==> src/rtl/arb_pkg.sv <==
// Shared constants and helpers for the round-robin / fixed-priority hold arbiter.
package arb_pkg;

    localparam logic MODE_FIXED = 1'b0;
    localparam logic MODE_RR    = 1'b1;

    function automatic int clog2(input int value);
        int width;
        width = 0;
        for (int i = 0; i < 31; i++) begin
            if ((1 << i) < value) width = i + 1;
        end
        return width;
    endfunction

endpackage

==> src/rtl/arb_prio_chain.sv <==
// Combinational daisy-chain priority picker: lowest set index of req wins.
module arb_prio_chain #(
    parameter int N = 8
) (
    input  logic [0:N-1] req,
    output logic [0:N-1] gnt,
    output logic         any
);

    // avail[i] is high while no lower index has claimed the chain
    logic [0:N] avail;

    always_comb begin
        avail[0] = 1'b1;
        for (int i = 0; i < N; i++) begin
            gnt[i]       = req[i] & avail[i];
            avail[i + 1] = avail[i] & ~req[i];
        end
        any = ~avail[N];
    end

endmodule

==> src/rtl/arbiter_rr_hold_n.sv <==
// Registered N-way arbiter with fixed/round-robin selection and bounded grant hold.
module arbiter_rr_hold_n
    import arb_pkg::*;
#(
    parameter  int N       = 8,
    parameter  int MAXHOLD = 4,
    localparam int IW      = clog2(N)
) (
    input  logic          clk,
    input  logic          rst,
    input  logic          en,
    input  logic          mode,
    input  logic [0:N-1]  r,
    output logic [0:N-1]  g,
    output logic          gvalid,
    output logic [IW-1:0] gid
);

    localparam int              CW        = (MAXHOLD < 1) ? 1 : clog2(MAXHOLD + 1);
    localparam logic [CW-1:0]   CNT_LIMIT = CW'(MAXHOLD);
    localparam logic [CW-1:0]   CNT_MAX   = '1;

    logic [0:N-1]  g_q, g_d;
    logic          gvalid_q, gvalid_d;
    logic [IW-1:0] gid_q, gid_d;
    logic [IW-1:0] ptr_q, ptr_d;
    logic [CW-1:0] cnt_q, cnt_d;

    logic          holder_req;
    logic          at_limit;
    logic          hold;
    logic          expire;
    logic [0:N-1]  base_req;
    logic [0:N-1]  rr_req;
    logic [0:N-1]  rr_gnt;
    logic          rr_any;
    logic [0:N-1]  all_gnt;
    logic          all_any;
    logic [0:N-1]  win_oh;
    logic [IW-1:0] win_idx;

    assign holder_req = gvalid_q & r[gid_q];
    assign at_limit   = (MAXHOLD != 0) && (cnt_q == CNT_LIMIT);
    assign hold       = holder_req & ~at_limit;
    assign expire     = holder_req & at_limit;

    // An expired holder is excluded so that a waiting requester can take over
    always_comb begin
        base_req = r;
        if (expire) base_req[gid_q] = 1'b0;
        for (int i = 0; i < N; i++) begin
            rr_req[i] = base_req[i] & (i >= int'(ptr_q));
        end
    end

    arb_prio_chain #(.N(N)) u_chain_rr (
        .req (rr_req),
        .gnt (rr_gnt),
        .any (rr_any)
    );

    arb_prio_chain #(.N(N)) u_chain_all (
        .req (base_req),
        .gnt (all_gnt),
        .any (all_any)
    );

    always_comb begin
        win_oh  = ((mode == MODE_RR) && rr_any) ? rr_gnt : all_gnt;
        win_idx = '0;
        for (int i = 0; i < N; i++) begin
            if (win_oh[i]) win_idx = win_idx | IW'(i);
        end
    end

    always_comb begin
        g_d      = g_q;
        gvalid_d = gvalid_q;
        gid_d    = gid_q;
        ptr_d    = ptr_q;
        cnt_d    = cnt_q;
        if (en) begin
            if (hold) begin
                if (cnt_q != CNT_MAX) cnt_d = cnt_q + CW'(1);
            end else if (expire && !all_any) begin
                cnt_d = CW'(1);
            end else if (all_any) begin
                g_d      = win_oh;
                gvalid_d = 1'b1;
                gid_d    = win_idx;
                cnt_d    = CW'(1);
                ptr_d    = (win_idx == IW'(N - 1)) ? '0 : win_idx + IW'(1);
            end else begin
                g_d      = '0;
                gvalid_d = 1'b0;
                gid_d    = '0;
                cnt_d    = '0;
            end
        end
    end

    always_ff @(posedge clk or posedge rst) begin
        if (rst) begin
            g_q      <= '0;
            gvalid_q <= 1'b0;
            gid_q    <= '0;
            ptr_q    <= '0;
            cnt_q    <= '0;
        end else begin
            g_q      <= g_d;
            gvalid_q <= gvalid_d;
            gid_q    <= gid_d;
            ptr_q    <= ptr_d;
            cnt_q    <= cnt_d;
        end
    end

    assign g      = g_q;
    assign gvalid = gvalid_q;
    assign gid    = gid_q;

endmodule
==> config.mk <==
export PLATFORM = sky130hd
export DESIGN_NAME = arbiter_rr_hold_n
export DESIGN_NICKNAME = d
export VERILOG_FILES = /design/src/rtl/arb_pkg.sv /design/src/rtl/arb_prio_chain.sv /design/src/rtl/arbiter_rr_hold_n.sv
export SDC_FILE = /design/constraint.sdc
export NUM_CORES = 1
export LEC_CHECK = 0
export ABC_AREA = 1
export CORE_MARGIN = 2
export CORE_UTILIZATION = 55
export CTS_BUF_LIST = sky130_fd_sc_hd__clkbuf_2 sky130_fd_sc_hd__clkbuf_4 sky130_fd_sc_hd__clkbuf_8
export DETAILED_ROUTE_END_ITERATION = 7
export MAX_ROUTING_LAYER = met4
export PLACE_DENSITY = 0.82
export SYNTH_ARGS = -nofsm -noshare
export SYNTH_HDL_FRONTEND = slang
export SYNTH_SLANG_ARGS = --single-unit
==> constraint.sdc <==
create_clock -name clk -period 2.8 [get_ports clk]
set_input_delay 0.56 -clock clk [delete_from_list [all_inputs] [get_ports clk]]
set_output_delay 0.56 -clock clk [all_outputs]
set_load 0.005 [all_outputs]
==> summary.txt, run 1 <==
Timing
  • Worst Tran Pin Value: 0.6620 ns
  • Max-slew headroom: 55.82%
  • Final worst-path cycle share: 100.9%
  • Fin. max-slew vios: 0
  • RSZ-0062 raised after global routing: yes
  • Minimum clock period: between 2 and 3 ns
  • Setup WS post-layout: -0.02544 ns
  • Final Hold Fails: 0
  • Clock Skew: 0.001670 ns
  • Setup violations, final: 3
  • Setup TNS: -0.05355 ns
  • Fmax: 353.9 MHz

Pwr
  • Switching Share: 45.48%
  • Tot Pwr: 1922 µW
  • Power per Cell Area: 857.9 nW/µm²
  • Sequential power share: 25.1%
  • Leakage: 0.001160 µW
  • Clock power share: 6.9%
  • Switching power: a little under 900 µW
  • VDD IR max: 0.7288 mV
  • Pint: 1048 µW
  • Combinational share of power: 68.0%

Worst setup path
  • Worst Path Required: roughly 3.0 ns
  • Endpoint class of the critical path: flip-flop
  • Max FO, Critical Path: 6
  • Critical path data arrival time: 3.03 ns
  • Setup crit start kind: flip-flop
  • R2R cell count: 23
  • Reg2reg setup slack: -0.03 ns
  • WS Path Type: flip-flop to flip-flop

Global route
  • Pin count of the biggest net entering global routing: 19
  • GRT Overall Usage: 32.24%
  • Initial antenna violation count: 0
  • Grt ovf: 0
  • First-pass GRT wire length: 6699 µm
  • Vias in the first global route: 1527

Clock tree
  • Worst skew pair latency: 0.30 ns
  • Clk buf depth: 2
  • CTS tree: built
  • CTS buffer count: 3
  • CTS clk-pin slew, worst paths: approximately 0.10 ns
  • Max H-tree Level: 1
  • Root buf cell: clkbuf_4
  • # clock sinks: 18

Cells and area
  • Nets: 312
  • Share of cells above drive strength 1: between 30 and 40%
  • Multi-input gate area: ~960 µm²
  • Finished layout cell area: 2241 µm²
  • Final Util: 90.45%
  • FF/Latch Area: 454.2 µm²
  • Fill count: 113
  • Ant. Diodes: 0
  • Area Growth Syn to Fin: 56.28%
  • Final std cells w/o fill: 324

Route
  • Post-route ant nets: 0
  • DR vias/cell: about 5.8
  • Initial drt markers: between 100 and 150
  • Wire per inst: 15.17 µm
  • Routed via count: 1874
  • # DRC: 0
  • Final wirelength: 4915 µm
  • Drt pass-1 iters: 6

Floorplan
  • Die area: 3032 µm²
  • Initial core utilization: ~58%
  • Chip Height: 55.06 µm
  • Core box area: 2477 µm²
  • Row count: 18
  • Die Span X: between 50 and 60 µm
  • I/O pin total: 24

Status
  • Failing checks: setup timing
  • Status: finished with violations

Yosys
  • Post-Syn Area per Cell: around 6.6 µm²
  • Register area share after synthesis: 31.41%
  • Yosys cell types: 27
  • Yosys warnings: 0
  • Synthesized cell area: 1434 µm²
  • Synth Register Bits: 18
  • Synth Instances: roughly 220
  • Mapped Nets: approximately 230

Hold path
  • Hold Crit Class: flip-flop to flip-flop
  • Hold path cells: 2

Placed design
  • Cells after DPL: 308
  • Final HPWL DP: 2972 µm
  • Gpl congestion: 0.8844
  • Post-DP Area: 1982 µm²
  • IO buf count: 23

Run
  • Max cap viols: 0
[synth_stat cells, drive strengths merged]
library cell	instances	area share, %
nand2	74	21
nor2	29	9.3
inv	28	7.5
dfrtp	18	31
nand3	16	6.5
nand4	15	7.0
o21ai	13	4.8
nor3	8	2.8
buf	4	2.4
ha	4	3.5
a21oi	2	0.70
nand3b	2	1.0
clkinv	1	0.35
o21bai	1	0.52
o221ai	1	0.61
o311ai	1	0.61
[stage by stage]
stage          hold WS [ns]  setup slack (ns)
2_1_floorplan        0.4650            0.2671
3_3_place_gp         0.4548           -0.3853
4_1_cts              0.4816           0.02858
5_1_grt              0.5342           -0.2823
6_report             0.4864          -0.02544
3_5_place_dp         0.4593           -0.4620
[kinds of logic (layout without fill, tap and decap cells)]
group	after synthesis	after routing	share of synthesized area [%]
compound gates	18	18	7.243
flops	18	18	31.41
buf+inv	33	110	10.30
fa+ha+maj	4	4	3.491
simple gates	144	144	47.56
[final cells by class]
class | count | share of cell area, %
inverter | 29 | 5.304
tap | 30 | 1.675
clock buffer | 3 | 1.005
multi-input combinational | 166 | 42.99
timing repair buffer | 78 | 28.75
sequential | 18 | 20.27
[cell usage in the layout (no fill, tap or decap), types with 4 or more instances in the layout]
master           count
nand2_1             59
buf_4               52
inv_1               24
nor2_1              18
dfrtp_1             15
clkdlybuf4s50_1     15
nand4_1             14
nand2_2             14
nand3_1             10
nor2_4               8
nor3_1               8
dlygate4sd2_1        8
o21ai_0              7
nand3_2              4
o21ai_2              4
[registers in the layout (all words and copies together) (netlist names)]
register and count:
cnt_q 3, g 8, gid 3, gvalid 1, ptr_q 3
[per-layer routing]
| metal | track usage [%] | vias up | part of all wire [%] |
|---|---|---|---|
| met4 | 13.41 | 0 | 4.3 |
| met1 | 40.48 | 869 | 41 |
| met2 | 52.58 | 112 | 48 |
| li1 | - | 862 | - |
| met3 | 4.301 | 31 | 6.9 |
| met5 | - | - | 0 |
[worst max-delay path, cell delays in order, from the launching register on]
cell and delay (ns):
dfrtp_2 0.47, inv_4 0.08, nor2_4 0.13, nand2_1 0.07, nor2_1 0.10, nor2_1 0.06, nand2_2 0.11, buf_6 0.10
nand4_1 0.10, nand3_1 0.13, nand2_2 0.08, nor2_4 0.12, nand4_1 0.10, nand2_2 0.13, nand3_4 0.13, nand3b_1 0.14
nand2_2 0.08, nor2_2 0.12, nand2_2 0.09, ha_4 0.18, inv_4 0.05, o21ai_2 0.05, nand2_1 0.05, nand2_1 0.04
[worst paths after layout]
path	start	endpoint
worst max-delay path	gid[2]$_DFFE_PP0P_	ptr_q[2]$_DFFE_PP0P_
worst min-delay path	g[4]$_DFFE_PP0P_	g[4]$_DFFE_PP0P_
worst max register to register	gid[2]$_DFFE_PP0P_	ptr_q[2]$_DFFE_PP0P_
worst min register to register	g[4]$_DFFE_PP0P_	g[4]$_DFFE_PP0P_
max in group asynchronous	rst	gid[2]$_DFFE_PP0P_
min in group asynchronous	rst	cnt_q[1]$_DFFE_PP0P_
[power by group through the flow]
stage	logic [µW]	registers [µW]	clock network, µW
finish	1310	483	132
global route	1430	495	140
CTS	1040	475	129
detailed placement	969	476	0
global placement	949	469	0
floorplan	571	431	0
[timing repair]
item	in CTS	in global routing
hold buffers	0	0
gates resized for setup	22	30
buffers inserted	5	8
pin swaps	16	23
setup endpoints to repair	2	16
Note: power is estimated with default switching activity, not from simulation.
==> run 2, diff against run 1 <==
--- a/config.mk
+++ b/config.mk
@@ -6,7 +6,6 @@
 export NUM_CORES = 1
 export LEC_CHECK = 0
 export ABC_AREA = 1
-export CORE_MARGIN = 2
 export CORE_UTILIZATION = 55
 export CTS_BUF_LIST = sky130_fd_sc_hd__clkbuf_2 sky130_fd_sc_hd__clkbuf_4 sky130_fd_sc_hd__clkbuf_8
 export DETAILED_ROUTE_END_ITERATION = 7
==> summary.txt, run 2 (same netlist as run 1, synthesis figures left out) <==
Worst setup path
  • CP Cell Sequence: inv_4, nor2_4, nand2_1, nor2_1, nor2_1, nand2_2, nand2_4, nor2_4, nand3_2, buf_6, nand2_4, buf_4, nand3_1, nor2_1, nand4_1, nand2_2, inv_1, nand3_4, ha_4, inv_4, o21ai_2, nand2_1, nand2_1 (was inv_4, nor2_4, nand2_1, nor2_1, nor2_1, nand2_2, buf_6, nand4_1, nand3_1, nand2_2, nor2_4, nand4_1, nand2_2, nand3_4, nand3b_1, nand2_2, nor2_2, nand2_2, ha_4, inv_4, o21ai_2, nand2_1, nand2_1)
  • Critical path data arrival time: 3.06 ns (was 3.03 ns)
  • Reg2reg setup slack: -0.01 ns (was -0.03 ns)
  • WP depth: 23 (unchanged)
  • Worst setup path start: gid[2]$_DFFE_PP0P_ (unchanged)
  • CP top delay family: simple AND/OR/NAND/NOR gates (unchanged)
  • Worst Path Required: 3.05 ns (was 3.00 ns)
  • Setup crit start kind: flip-flop (unchanged)
  • CP endpoint: ptr_q[2]$_DFFE_PP0P_ (unchanged)
  • Reg-to-reg endpoint: ptr_q[2]$_DFFE_PP0P_ (unchanged)
  • Max FO, Critical Path: 6 (unchanged)
  • Endpoint class of the critical path: flip-flop (unchanged)
  • CP max stage cell: dfrtp_2 (unchanged)
  • R2R cell count: 23 (unchanged)
  • Worst r2r src: gid[2]$_DFFE_PP0P_ (unchanged)
  • WS Path Type: flip-flop to flip-flop (unchanged)
  • Worst path buffer plus inverter count: 5 (was 3)
  • Crit-path max cell delay: 0.45 ns (was 0.47 ns)

Global route
  • Busiest grt layer: met2 (unchanged)
  • Grt met1 use: 41.49% (was 40.48%)
  • Initial antenna violation count: 0 (unchanged)
  • Pin count of the biggest net entering global routing: 19 (unchanged)
  • Vias in the first global route: 1639 (was 1527)
  • Routing usage on met2: 57.81% (was 52.58%)
  • GRT Overall Usage: 34.21% (was 32.24%)
  • Met3 global-route usage: 3.161% (was 4.301%)
  • Grt ovf: 0 (unchanged)
  • First-pass GRT wire length: 6762 µm (was 6699 µm)

Clock tree
  • CTS clk-pin slew, worst paths: 0.10 ns (about the same)
  • Max H-tree Level: 1 (unchanged)
  • CTS buffer count: 3 (unchanged)
  • CTS tree: built (unchanged)
  • Root buf cell: clkbuf_4 (unchanged)
  • Clk buf depth: 2 (unchanged)
  • # clock sinks: 18 (unchanged)
  • Worst skew pair latency: 0.30 ns (about the same)

Cells and area
  • Final Util: 90.45% (unchanged)
  • Share of cells above drive strength 1: 34.47% (was 35.37%)
  • Ant. Diodes: 0 (unchanged)
  • Nets: 310 (was 312)
  • Commonest non-fill, non-tap cell in the layout: nand2_1 (unchanged)
  • Most frequent cells in the layout: nand2_1, buf_4, inv_1 (unchanged)
  • Final std cells w/o fill: 323 (was 324)
  • Largest register FFs: 8 (unchanged)
  • Finished layout cell area: 2241 µm² (unchanged)
  • Area Growth Syn to Fin: 56.28% (unchanged)

Route
  • Wire per inst: 16.81 µm (was 15.17 µm)
  • Routed via count: 1912 (was 1874)
  • Post-route ant nets: 0 (unchanged)
  • Drt pass-1 iters: 5 (was 6)
  • DR vias/cell: 5.920 (was 5.784)
  • # DRC: 0 (unchanged)
  • Final wirelength: 5431 µm (was 4915 µm)
  • Initial drt markers: 132 (was 103)

Pwr
  • Tot Pwr: 1893 µW (was 1922 µW)
  • Leakage: 0.001175 µW (was 0.001160 µW)
  • VDD IR max: 0.8315 mV (was 0.7288 mV)
  • Power per Cell Area: 844.7 nW/µm² (was 857.9 nW/µm²)

Floorplan
  • Chip Height: 53.06 µm (was 55.06 µm)
  • Die Span X: 53.06 µm (was 55.06 µm)
  • Initial core utilization: 57.88% (unchanged)
  • Die area: 2815 µm² (was 3032 µm²)
  • I/O pin total: 24 (unchanged)
  • Core box area: 2477 µm² (unchanged)
  • Row count: 18 (unchanged)

Timing
  • Setup violations, final: 1 (was 3)
  • RSZ-0062 raised after global routing: yes (unchanged)
  • Minimum clock period: 2.811 ns (was 2.825 ns)
  • Final worst-path cycle share: 100.4% (was 100.9%)
  • Worst Tran Pin Value: 0.6641 ns (was 0.6620 ns)
  • Fin. max-slew vios: 0 (unchanged)
  • Final Hold Fails: 0 (unchanged)
  • Clock Skew: 0.001061 ns (was 0.001670 ns)
  • Setup WS post-layout: -0.01142 ns (was -0.02544 ns)
  • Fmax: 355.7 MHz (was 353.9 MHz)
  • Max-slew headroom: 55.68% (was 55.82%)

Placed design
  • Pre-CTS setup slack: -0.4557 ns (was -0.4620 ns)
  • Gpl congestion: 0.9196 (was 0.8844)
  • Post-DP Area: 1959 µm² (was 1982 µm²)
  • IO buf count: 23 (unchanged)
  • Final HPWL DP: 2970 µm (was 2972 µm)
  • Cells after DPL: 305 (was 308)

Status
  • Status: finished with violations (unchanged)
  • Failing checks: setup timing (unchanged)

Run
  • Max cap viols: 0 (unchanged)

Hold path
  • Hold Crit Class: flip-flop to flip-flop (unchanged)
==> run 2: repair_timing <==
item,4_1_cts,5_1_grt
hold buffers,0,0
buffers inserted,10,4
resized for setup,23,27
pin swaps,17,22
setup endpoints to repair,2,16
==> run 2: power breakdown <==
part           internal [µW]  switching [µW]
clock                   79.5            84.3
sequential               359             129
combinational            561             681
==> run 2: tightest hold or removal path: stages, from the launching register on <==
cell and delay (ns):
dfrtp_1 0.36, nand2_1 0.05, nand2_1 0.04
==> run 2: worst min-delay path by stage <==
stage,slack (ns),to,startpoint,depth (start not counted)
after detailed placement,0.46,g[4]$_DFFE_PP0P_,g[4]$_DFFE_PP0P_,2
after CTS,0.49,g[6]$_DFFE_PP0P_,g[6]$_DFFE_PP0P_,2
after global placement,0.46,g[4]$_DFFE_PP0P_,g[4]$_DFFE_PP0P_,2
after floorplan,0.46,g[3]$_DFFE_PP0P_,g[3]$_DFFE_PP0P_,2
final,0.48,g[6]$_DFFE_PP0P_,g[6]$_DFFE_PP0P_,2
after global routing,0.50,g[6]$_DFFE_PP0P_,g[6]$_DFFE_PP0P_,2
==> run 2: per-layer routing <==
metal,part of all wire [%],vias to the layer above
li1,-,860
met1,38,878
met2,49,134
met3,7.9,40
met4,5.5,0
met5,0,-
==> run 2: through the flow <==
stage,hold WS [ns],TNS [ns]
after floorplan,0.4650,0
after global placement,0.4552,-2.994
after detailed placement,0.4600,-3.876
after CTS,0.4870,0
after global routing,0.4984,-2.284
final,0.4813,-0.01142
==> run 2: final cells by class <==
class	instances	area [µm²]
multi-input combinational	166	964.7
clock buffer	4	36.28
timing repair buffer	76	633.1
inverter	29	115.1
sequential	18	454.2
fill	117	236.5
tap	30	37.54
